===== config.mk =====
export PLATFORM = sky130hd
export DESIGN_NAME = alu_result_skid
export DESIGN_NICKNAME = d
export VERILOG_FILES = /design/src/rtl/alu_result_skid.sv
export SDC_FILE = /design/constraint.sdc
export NUM_CORES = 1
export LEC_CHECK = 0
export ABC_CLOCK_PERIOD_IN_PS = 2000
export CAP_MARGIN = 20
export CORE_AREA = 2 2 83 85
export CTS_BUF_LIST = sky130_fd_sc_hd__clkbuf_2 sky130_fd_sc_hd__clkbuf_4 sky130_fd_sc_hd__clkbuf_8
export CTS_CLUSTER_DIAMETER = 60
export DETAILED_ROUTE_END_ITERATION = 12
export DIE_AREA = 0 0 85 87
export GPL_TIMING_DRIVEN = 0
export PLACE_DENSITY_LB_ADDON = 0.1
export SETUP_SLACK_MARGIN = 0.4
export SYNTH_ARGS = -nofsm -noshare
export SYNTH_HDL_FRONTEND = slang
export SYNTH_SLANG_ARGS = --single-unit

===== constraint.sdc =====
create_clock -name clk -period 2 [get_ports clk]
set_clock_uncertainty 0.2 [all_clocks]
set_input_delay 0.5 -clock clk [delete_from_list [all_inputs] [get_ports clk]]
set_output_delay 0.5 -clock clk [all_outputs]
set_load 0.01 [all_outputs]

===== src/rtl/alu_result_skid.sv =====
// Registered valid/ready output stage for the ALU: a 2-entry skid buffer
// (output register + one overflow register), sticky status flags and a
// saturating count of delivered results.
module alu_result_skid #(
    parameter int unsigned N     = 8,
    parameter int unsigned CNT_W = 16
) (
    input  logic             clk,
    input  logic             rst,
    input  logic             in_valid,
    output logic             in_ready,
    input  logic [N-1:0]     y_in,
    input  logic             z_in,
    input  logic             c_in,
    input  logic             v_in,
    input  logic [2:0]       sel_in,
    output logic             out_valid,
    input  logic             out_ready,
    output logic [N-1:0]     y_out,
    output logic             z_out,
    output logic             c_out,
    output logic             v_out,
    output logic [2:0]       sel_out,
    input  logic             clr_sticky,
    output logic             sticky_c,
    output logic             sticky_v,
    output logic             sticky_ill,
    output logic [CNT_W-1:0] result_count
);

    localparam int unsigned PW = N + 6;
    localparam logic [2:0] SEL_MAX = 3'(4);
    localparam logic [CNT_W-1:0] CNT_MAX = {CNT_W{1'b1}};

    logic [PW-1:0] in_word;
    logic [PW-1:0] or_data;
    logic [PW-1:0] sr_data;
    logic          sr_valid;
    logic          acc;
    logic          dlv;

    // Next-state decisions for the two storage slots
    logic          or_load_in;
    logic          or_load_sr;
    logic          sr_load;
    logic          sr_valid_n;
    logic          out_valid_n;

    assign in_word = {sel_in, v_in, c_in, z_in, y_in};
    assign acc     = in_valid && in_ready;
    assign dlv     = out_valid && out_ready;

    assign {sel_out, v_out, c_out, z_out, y_out} = or_data;

    // Decide where an incoming result goes and how the slots advance
    always_comb begin
        or_load_in  = 1'b0;
        or_load_sr  = 1'b0;
        sr_load     = 1'b0;
        sr_valid_n  = sr_valid;
        out_valid_n = out_valid;
        if (sr_valid) begin
            if (dlv) begin
                or_load_sr = 1'b1;
                sr_valid_n = 1'b0;
            end
        end else if (acc) begin
            if (!out_valid || dlv) begin
                or_load_in  = 1'b1;
                out_valid_n = 1'b1;
            end else begin
                sr_load    = 1'b1;
                sr_valid_n = 1'b1;
            end
        end else if (dlv) begin
            out_valid_n = 1'b0;
        end
    end

    // Output and skid registers; in_ready is the registered inverse of skid occupancy
    always_ff @(posedge clk or posedge rst) begin
        if (rst) begin
            out_valid <= 1'b0;
            sr_valid  <= 1'b0;
            in_ready  <= 1'b0;
            or_data   <= '0;
            sr_data   <= '0;
        end else begin
            out_valid <= out_valid_n;
            sr_valid  <= sr_valid_n;
            in_ready  <= !sr_valid_n;
            if (or_load_in) begin
                or_data <= in_word;
            end else if (or_load_sr) begin
                or_data <= sr_data;
            end
            if (sr_load) begin
                sr_data <= in_word;
            end
        end
    end

    // Sticky status: a new event in the same cycle wins over a clear
    always_ff @(posedge clk or posedge rst) begin
        if (rst) begin
            sticky_c   <= 1'b0;
            sticky_v   <= 1'b0;
            sticky_ill <= 1'b0;
        end else begin
            sticky_c   <= (sticky_c && !clr_sticky) || (acc && c_in);
            sticky_v   <= (sticky_v && !clr_sticky) || (acc && v_in);
            sticky_ill <= (sticky_ill && !clr_sticky) || (acc && (sel_in > SEL_MAX));
        end
    end

    // Saturating count of output handshakes
    always_ff @(posedge clk or posedge rst) begin
        if (rst) begin
            result_count <= '0;
        end else if (dlv && (result_count != CNT_MAX)) begin
            result_count <= result_count + CNT_W'(1);
        end
    end

endmodule

# Yosys cells after proc, flatten, opt, wreduce, memory -nomap -nowiden
# Index checks and enable logic that the tools add are counted.
[word_totals]
register_bits = 50
inputBits = 19
elab_cells = 48
[classes]
n_addsub = 1
n_lt_le_gt_ge = 1
n_eq_ne = 2
n_mux = 15
bitwise = 1
n_reduce_logical = 19
[ops]
columns = ["operator", "count"]
rows = [
  ["14-bit two-way mux", 2],
  ["16-bit by 1-bit adder with 16-bit output, second input constant", 1],
  ["16-bit != test, second input constant", 1],
  ["1-bit two-way mux", 13],
  ["1-bit logical AND", 9],
  ["1-bit logical OR", 4],
  ["2-bit nonzero test", 2],
  ["3-bit > comparator, second input constant", 1],
  ["1-bit zero test", 3],
  ["3-bit AND reduction", 1],
  ["2-bit by 1-bit != test with 1-bit output, second input constant", 1],
  ["1-bit NOT", 1],
]

# Longest topological paths before layout
# Gate-level depths: netlist of the first run.
[logic_depth]
word_depth = 6
mapped_depth = 5

# Worst setup path after synthesis of the first run
# Ideal clock, no wire load.
[synth_path]
path_type = "flip-flop to flip-flop"
start = "register result_count[0]"
end = "register result_count[12]"
arrival_ns = 1.589
required_ns = 1.672
path_slack_ns = 0.083
path_stages_with_launch = 6
n_path_buf = 0
synth_period_minus_slack_ns = 1.917
cell_sequence = "dfrtp_1 > ha_1 > nand3_1 > or3_1 > nor2_1 > mux2_1"
[synth_between]
elab_chain_cells = 2
elab_cells_between_ends = 3
[synth_lines]
columns = ["item", "line_no", "text"]
rows = [
  ["start: declaration", "28", "output logic [CNT_W-1:0] result_count"],
  ["start signal: assignment", "121", "result_count <= result_count + CNT_W'(1);"],
  ["parallel branches: the longest is 2 deep, another holds 16-bit by 1-bit adder with 16-bit output", "n/a", ""],
]
# Several ways; the timed one is not identified.
# A chain may end at the register's enable or synchronous reset.

# Worst setup path after layout of the first run
[layout_path]
start = "register result_count[9]"
end = "register result_count[7]"
[layout_between]
elab_chain_cells = 2
[layout_lines]
columns = ["item", "line_no", "text"]
rows = [
  ["16-bit != test", "120", "end else if (dlv && (result_count != CNT_MAX)) begin"],
  ["1-bit logical AND", "120", ""],
]
# No other way between the ends.

==> reports/results.env, run 1 <==
RUN_STATUS='finished, final reports clean'
TIMING.CRITICAL_PATH.FANOUT_MAX=4
R2R_CELLS=6
CORE.ROWCOUNT=30
HIGHEST_CLOCK_RATE_MHz=548.5
HOLD_SLACK_PS=303.0
HOLD_VIOL_FINAL=0
CP-END-KIND='register'
DIEHEIGHT_UM=87
FLOORPLAN.DIE_AREA_UM2=7395
SYNTH-ASYNC-RESET-RATIO_PCT=100.0
MIN-DELAY-START='result_count[15]$_DFFE_PP0P_'
SYNTH_COMMONEST_CELLS='dfrtp_1, nand2_1, o21ai_0'
POST_CTS_HOLD_BUFFER_COUNT=0
GRT_FIRST_PASS_WIRELENGTH_UM=9156
SYNTHFLOPTYPE='dfrtp_1'
COMBPWRFRAC_PCT=46.9
CTS_TREE='done'
CLK_LATENCY_PS=300
SYNTHMOSTINSTANTIATEDCELL='dfrtp_1'
NORMALIZED_MAX_SLEW_MARGIN_PCT=71.08
SYNTH_SEQ_AREA_SHARE_PCT=56.72
FINAL.MIN_CLOCK_PERIOD_PS=1823
SYNTH.YOSYS.WARNINGS=0
CRITPATHARRIVALTIME_PS=1800
IOPINCOUNT=54
GP_CONGESTION=0.7769
CELLPOWERDENSITY_nW_PER_UM2=1196
CRITPATHLAUNCHTYPE='register'
SYNTHDISTINCTLIBCELLS=33
POWER.SHARE.SEQUENTIAL_PCT=38.6
DRTPASS1ITERATIONS=4
MAX_CAP_VIOL_COUNT=0
DETAIL_ROUTE.VIAS_PER_CELL=4.835
SETUP.WORST_PATH.CLASS='reg -> reg'
IRDROPWORSTVDD_uV=755.2
HOLDPATHEND='result_count[15]$_DFFE_PP0P_'
SETUP_VIOL=0
P_CLK_SHARE_PCT=14.5
CTS_INSERTED_BUFFERS=5
WORST-SLEW-PIN-TRANSITION_PS=432.9
SYNTH.TOP_CELLS.BY_AREA='dfrtp_1, mux2_2, mux2i_1'
SYNTH_ENABLE_FLOP_CELLS=0
DETAILROUTE.VIA_COUNT=1871
NNETSFINAL=326
FILL_CELLS=591
FRACTION_OF_LAYOUT_INSTANCES_USING_A_DRIVE_STRENGTH_ABOVE_1_PCT=53.42
LAYOUT-AREA-OVERHEAD-VS-SYNTH_PCT=62.39
PLACE.DETAILED.HPWL_UM=3466
START_UTIL_PCT=33.58
MIN_PATH_CELLS=1
FINALWIRELENGTH_UM=5854
DETAIL_ROUTE.ITER0.VIOLATIONS=86
GRT_MAX_DEGREE=34
SYNTH_TOP_AREA_SHARE_PCT=56.72
WORST_EP_REQUIRED_TIME_PS=1980
HTREE_NUM_LEVELS=2
REG2REG_TO='result_count[7]$_DFFE_PP0P_'
SETUP.REG_TO_REG.WORST_SLACK_PS=180
SYNTH_AREA_LEADER_CELL='dfrtp_1'
POSTSYNTHAREAPERCELL_UM2=11.67
MIN_PERIOD_OVER_PERIOD_PCT=91.15
DIEWIDTH_UM=85
ANT_NETS=0
CTS.SINKS=50
STATIC_LEAK_nW=1.778
AREA.SEQUENTIAL_UM2=1261
STARTPOINT_OF_THE_LOWEST_SLACK_REGISTER_TO_REGISTER_PATH='result_count[9]$_DFFE_PP0P_'
ROUTEDWLPERCELL_UM=15.13
POWER.INTERNAL_W=0.002844
PORTBUFFERS=53
CLOCKBUFFERDEPTH=2
ROOT_BUFFER='clkbuf_8'
MIN-DELAY-PATH-CLASS='reg -> reg'
GLOBALROUTE.TOTALOVERFLOW=0
GRTUSAGETOTAL_PCT=15.53
GRT_SETUP_UNREPAIRED='yes'
YS_SEQ_ELEMENTS=50
TNS_PS=0
CLKTRANSATPATHREGS_PS=90
SWITCHING_SHARE_PCT=33.60
POST-ROUTE-DRC-COUNT=0
FIRST_GLOBAL_VIAS=1918
MAPPED_CELL_AREA_UM2=2206
GRT_ANTENNA_BEFORE_REPAIR=0
SYNTHESIS.NETS=209
CORE_AREA_UM2=6569
MULTIINPUTGATEAREA_UM2=1129
SWITCHING_PWR_W=0.001439
POST_SYNTH_INST_COUNT=189
ANTENNA-DIODE-COUNT=0
MAXSLEWVIOLCOUNT=0
## through the flow
| stage | setup WS (ps) | cells | utilization (%) | instance area [um^2] | total power (W) |
|---|---|---|---|---|---|
| after floorplan | 143.6 | 189 | - | 2303 | 0.002465 |
| after global placement | -567.5 | 322 | 44.67 | 2934 | 0.003121 |
| after detailed placement | -576.2 | 323 | 44.97 | 2954 | 0.003151 |
| after CTS | 230.3 | 377 | 50.95 | 3347 | 0.004004 |
| after global routing | 76.22 | 387 | 54.53 | 3582 | 0.004557 |
| final | 177.0 | 387 | 54.53 | 3582 | 0.004283 |
## area by class of cell
cell class,instances,share of cell area (%)
Multi-Input combinational cell,129,31.51
Tap cell,80,2.794
Inverter,6,0.7335
Clock inverter,2,0.3493
Clock buffer,6,2.305
Sequential cell,50,35.21
Timing Repair Buffer,110,25.39
Buffer,4,1.711
## sequential cells by signal, indices dropped and copies added, names as in the netlist
register      flops
sr_valid          1
sticky_v          1
out_valid         1
or_data          14
sticky_c          1
result_count     16
sr_data          14
sticky_ill        1
in_ready          1
## metal layers
metal  share of wire, %  global-route usage (%)  wire, um
met1                 45                   20.19      2617
met4                1.0                   4.329        60
met3                3.6                   3.602       210
met5                  0                       0         0
met2                 51                   26.07      2966
## what timing repair did
item                       CTS  global route
cloned                       1             2
setup endpoints to repair   79            52
pin swaps                   10            14
buffers inserted            45             8
gates resized for setup    175            57
## cells by family (layout without fill, tap and decap cells)
kind of cell / count (synthesis) / after routing / share of synthesized area (%)
xor gates and xnor gates: 11 / 11 / 4.367
and+or+nand+nor: 59 / 59 / 15.32
DFF: 50 / 50 / 56.72
muxes: 30 / 30 / 14.52
adders and majority gates: 1 / 1 / 0.5671
AOI/OAI and AO/OA: 28 / 28 / 6.693
buffers and inverters: 10 / 128 / 1.815
## power groups by stage
stage | clock, W | combinational (W) | sequential (W)
6_report | 0.000620 | 0.00201 | 0.00165
4_1_cts | 0.000638 | 0.00173 | 0.00164
3_5_place_dp | 0 | 0.00143 | 0.00173
2_1_floorplan | 0 | 0.000693 | 0.00177
3_3_place_gp | 0 | 0.00141 | 0.00171
5_1_grt | 0.000690 | 0.00217 | 0.00170
## critical path: stages, from the launching register on
cell and delay, ps:
dfrtp_1 370, buf_4 120, nand4_1 240, nor4_4 390, buf_4 190, nor4bb_1 50, xor2_1 140
## layout by cell type (no fill, tap or decap), drive strengths merged
cell	count
dfrtp	50
nor2b	1
and3	2
nand3	7
a31oi	3
clkinvlp	2
nand3b	1
a21oi	1
mux2i	14
mux2	16
nand4	6
nor3b	1
o22ai	1
clkdlybuf4s50	16
nor4bb	1
and2	2
clkinv	1
or3	2
xor2	7
inv	5
o21ai	22
ha	1
nor4	1
or4	1
clkdlybuf4s15	2
buf	95
nor2	6
clkbuf	7
xnor2	4
nand2	22
nor3	6
a21boi	1
## how the worst max path moves through the flow
stage / start / endpoint / cells after the start
finish: result_count[9]$_DFFE_PP0P_ / result_count[7]$_DFFE_PP0P_ / 6
global route: result_count[9]$_DFFE_PP0P_ / result_count[5]$_DFFE_PP0P_ / 6
CTS: result_count[10]$_DFFE_PP0P_ / result_count[13]$_DFFE_PP0P_ / 6
detailed placement: in_valid / or_data[1]$_DFFE_PP0P_ / 5
global placement: out_ready / or_data[0]$_DFFE_PP0P_ / 5
floorplan: result_count[1]$_DFFE_PP0P_ / result_count[1]$_DFFE_PP0P_ / 5
Power figures use the tool's default switching activity.
==> run 2: changes to the inputs <==
Settings changed: CTS_CLUSTER_SIZE from default to 20.
==> results of run 2 <==
No change in the layout: final DEF, timing and power equal those of run 1.
==> run 3: changes to the inputs <==
Settings changed: ABC_CLOCK_PERIOD_IN_PS 2000 to 1600.
Clock period 2 ns to 1.6 ns, I/O delays scaled along.
==> reports/results.env, run 3 (same netlist as run 1, synthesis figures left out) <==
GLOBALROUTE.TOTALOVERFLOW=0  # unchanged
REG_TOP3='result_count x16, or_data x14, sr_data x14'
NNETSFINAL=347  # +6.4%
NORMALIZED_MAX_SLEW_MARGIN_PCT=65.36  # -5.7 points
STARTPOINT_OF_THE_LOWEST_SLACK_REGISTER_TO_REGISTER_PATH='result_count[9]$_DFFE_PP0P_'
GRT_ANTENNA_BEFORE_REPAIR=0  # unchanged
HTREE_NUM_LEVELS=2  # unchanged
CRITPATHARRIVALTIME_PS=1790  # about the same
DRTPASS1ITERATIONS=4  # unchanged
IRDROPWORSTVDD_uV=993.0  # +31%
WORST_PATH_LARGEST_CELL_DELAY_PS=390  # about the same
PLACE.DETAILED.HPWL_UM=3475  # +0.26%
CORE.ROWCOUNT=30  # unchanged
RUN_STATUS='complete, but fails checks'
CRITICAL_PATH.MOST_COMMON_CELL='buf_6'
GP_CONGESTION=0.7970  # +2.6%
GRT_FIRST_PASS_WIRELENGTH_UM=9818  # +7.2%
HIGHEST_CLOCK_RATE_MHz=557.2  # +1.6%
DETAILROUTE.VIA_COUNT=1967  # +5.1%
SETUP_VIOL=46  # +46
GRTUSAGETOTAL_PCT=16.93  # +1.4 points
POST-ROUTE-WORST-SETUP-SLACK_PS=-194.7  # -371.7 ps
CRITPATHLAUNCHTYPE='register'
START_UTIL_PCT=33.58  # unchanged
STATIC_LEAK_nW=1.959  # +10%
SETUP.WORST_PATH.CLASS='reg -> reg'
HOLD_SLACK_PS=316.0  # +13.04 ps
DETAIL_ROUTE.VIAS_PER_CELL=4.821  # -0.28%
PORTBUFFERS=53  # unchanged
MIN_PERIOD_OVER_PERIOD_PCT=112.2  # +21 points
MIN-DELAY-START='sr_data[7]$_DFFE_PP0P_'
CLOCKBUFFERDEPTH=2  # unchanged
TOTAL_POWER_W=0.005825  # +36%
GRT_MAX_DEGREE=32  # -5.9%
SETUP.REG_TO_REG.WORST_SLACK_PS=-190  # -370 ps
PATH_DELAY_FAMILY='simple AND/OR/NAND/NOR gates'
CRITICAL_PATH_BUF_INV_COUNT=2  # unchanged
PATH_CELLS='buf_6 > nand4_1 > buf_6 > nor4_4 > nor2_2 > mux2_4'
FINAL.MIN_CLOCK_PERIOD_PS=1795  # -28.32 ps
POST-ROUTE-DRC-COUNT=0  # unchanged
IOPINCOUNT=54  # unchanged
FLOORPLAN.DIE_AREA_UM2=7395  # unchanged
ROOT_BUFFER='clkbuf_8'
TOP_REGISTER='result_count'
FRACTION_OF_LAYOUT_INSTANCES_USING_A_DRIVE_STRENGTH_ABOVE_1_PCT=62.20  # +8.8 points
POST-PLACE-CELLS=323  # unchanged
CTS_TREE='done'
LARGEST_REG_FLOPS=16  # unchanged
CTS.SINKS=50  # unchanged
DIEHEIGHT_UM=87  # unchanged
LAYOUT-AREA-OVERHEAD-VS-SYNTH_PCT=81.62
HOLD_VIOL_FINAL=0  # unchanged
WORST-SLEW-PIN-TRANSITION_PS=516.8  # +83.87 ps
HOLDPATHEND='sr_data[7]$_DFFE_PP0P_'
ANT_NETS=0  # unchanged
MIN_PATH_CELLS=1  # unchanged
CP-END-KIND='register'
VIOLATIONS='negative setup slack'
DETAIL_ROUTE.ITER0.VIOLATIONS=42  # -51%
FIRST_GLOBAL_VIAS=1970  # +2.7%
ANTENNA-DIODE-COUNT=0  # unchanged
REG2REG_TO='result_count[1]$_DFFE_PP0P_'
FINALWIRELENGTH_UM=6164  # +5.3%
CLK_LATENCY_PS=300  # about the same
CRIT_SLOWEST_CELL='dfrtp_1'
DIEWIDTH_UM=85  # unchanged
CLKTRANSATPATHREGS_PS=90  # about the same
CTS_INSERTED_BUFFERS=5  # unchanged
CELLPOWERDENSITY_nW_PER_UM2=1454  # +22%
TNS_PS=-4698  # -4698 ps
ROUTEDWLPERCELL_UM=15.11  # -0.12%
MAX_CAP_VIOL_COUNT=0  # unchanged
MOSTFREQUENTLAYOUTCELLS='buf_6, buf_4, dfrtp_1'
POST_CTS_HOLD_BUFFER_COUNT=0  # unchanged
TIMING.CRITICAL_PATH.FANOUT_MAX=4  # unchanged
FIN_CELLS=408  # +5.4%
CORE_AREA_UM2=6569  # unchanged
MIN-DELAY-PATH-CLASS='reg -> reg'
R2R_CELLS=6  # unchanged
GRT_SETUP_UNREPAIRED='yes'
DP_WORST_SETUP_SLACK_PS=-866.0  # -289.8 ps
WORST_EP_REQUIRED_TIME_PS=1590  # -390 ps
MAXSLEWVIOLCOUNT=0  # unchanged
[run 3: cell count changes in the layout (fill, tap and decap cells not counted), sizes merged]
| cell | delta |
|---|---|
| buf | +20 |
| clkbuf | +2 |
| clkdlybuf4s15 | -2 |
| dlygate4sd2 | +2 |
| clkinv | -1 |
[run 3: what timing repair did]
item | 4_1_cts | 5_1_grt
pin swaps | 9 | 14
gates cloned | 4 | 1
gates resized for setup | 192 | 75
setup endpoints to repair | 88 | 114
buffers inserted | 51 | 21
[run 3: final cells by class]
type	count	area (um^2)
clock buffer	8	110.1
sequential	50	1264
fill	527	2562
buffer	4	61.31
timing repair inverter	1	5.005
multi-input combinational	129	1259
timing repair buffer	130	1181
inverter	6	26.28
tap	80	100.1
[run 3: how the worst max path moves through the flow]
| stage | from | end | slack (ps) | depth (start not counted) |
|---|---|---|---|---|
| after CTS | result_count[1]$_DFFE_PP0P_ | result_count[13]$_DFFE_PP0P_ | -170 | 5 |
| final | result_count[9]$_DFFE_PP0P_ | result_count[1]$_DFFE_PP0P_ | -190 | 6 |
| after floorplan | result_count[1]$_DFFE_PP0P_ | result_count[1]$_DFFE_PP0P_ | -260 | 5 |
| after detailed placement | out_ready | result_count[12]$_DFFE_PP0P_ | -870 | 5 |
| after global routing | result_count[8]$_DFFE_PP0P_ | result_count[5]$_DFFE_PP0P_ | -250 | 7 |
| after global placement | out_ready | result_count[12]$_DFFE_PP0P_ | -850 | 5 |
[run 3: worst reg2reg max path, stage by stage, from the launching register on]
cell     delay (ps)
dfrtp_1         390
buf_6           120
nand4_1         100
buf_6           160
nor4_4          340
nor2_2           90
mux2_4          300
[run 3: through the flow]
stage / util [%] / area (um^2)
3_3_place_gp: 45.43 / 2984
2_1_floorplan: - / 2354
6_report: 60.99 / 4006
3_5_place_dp: 45.73 / 3004
4_1_cts: 53.87 / 3538
5_1_grt: 60.99 / 4006
[run 3: report_power, final]
part	internal (W)	switching, W
logic	0.00172	0.00115
registers	0.00175	0.000355
clock network	0.000438	0.000420
total	0.00390	0.00192
[run 3: per-layer routing]
layer  track usage (%)  wire length, um  vias up
met5                 0                0        -
met4             4.762               70        0
met3             3.697              199        7
met2             28.05             3183       35
met1             22.48             2711      975
li1                  -                -      950
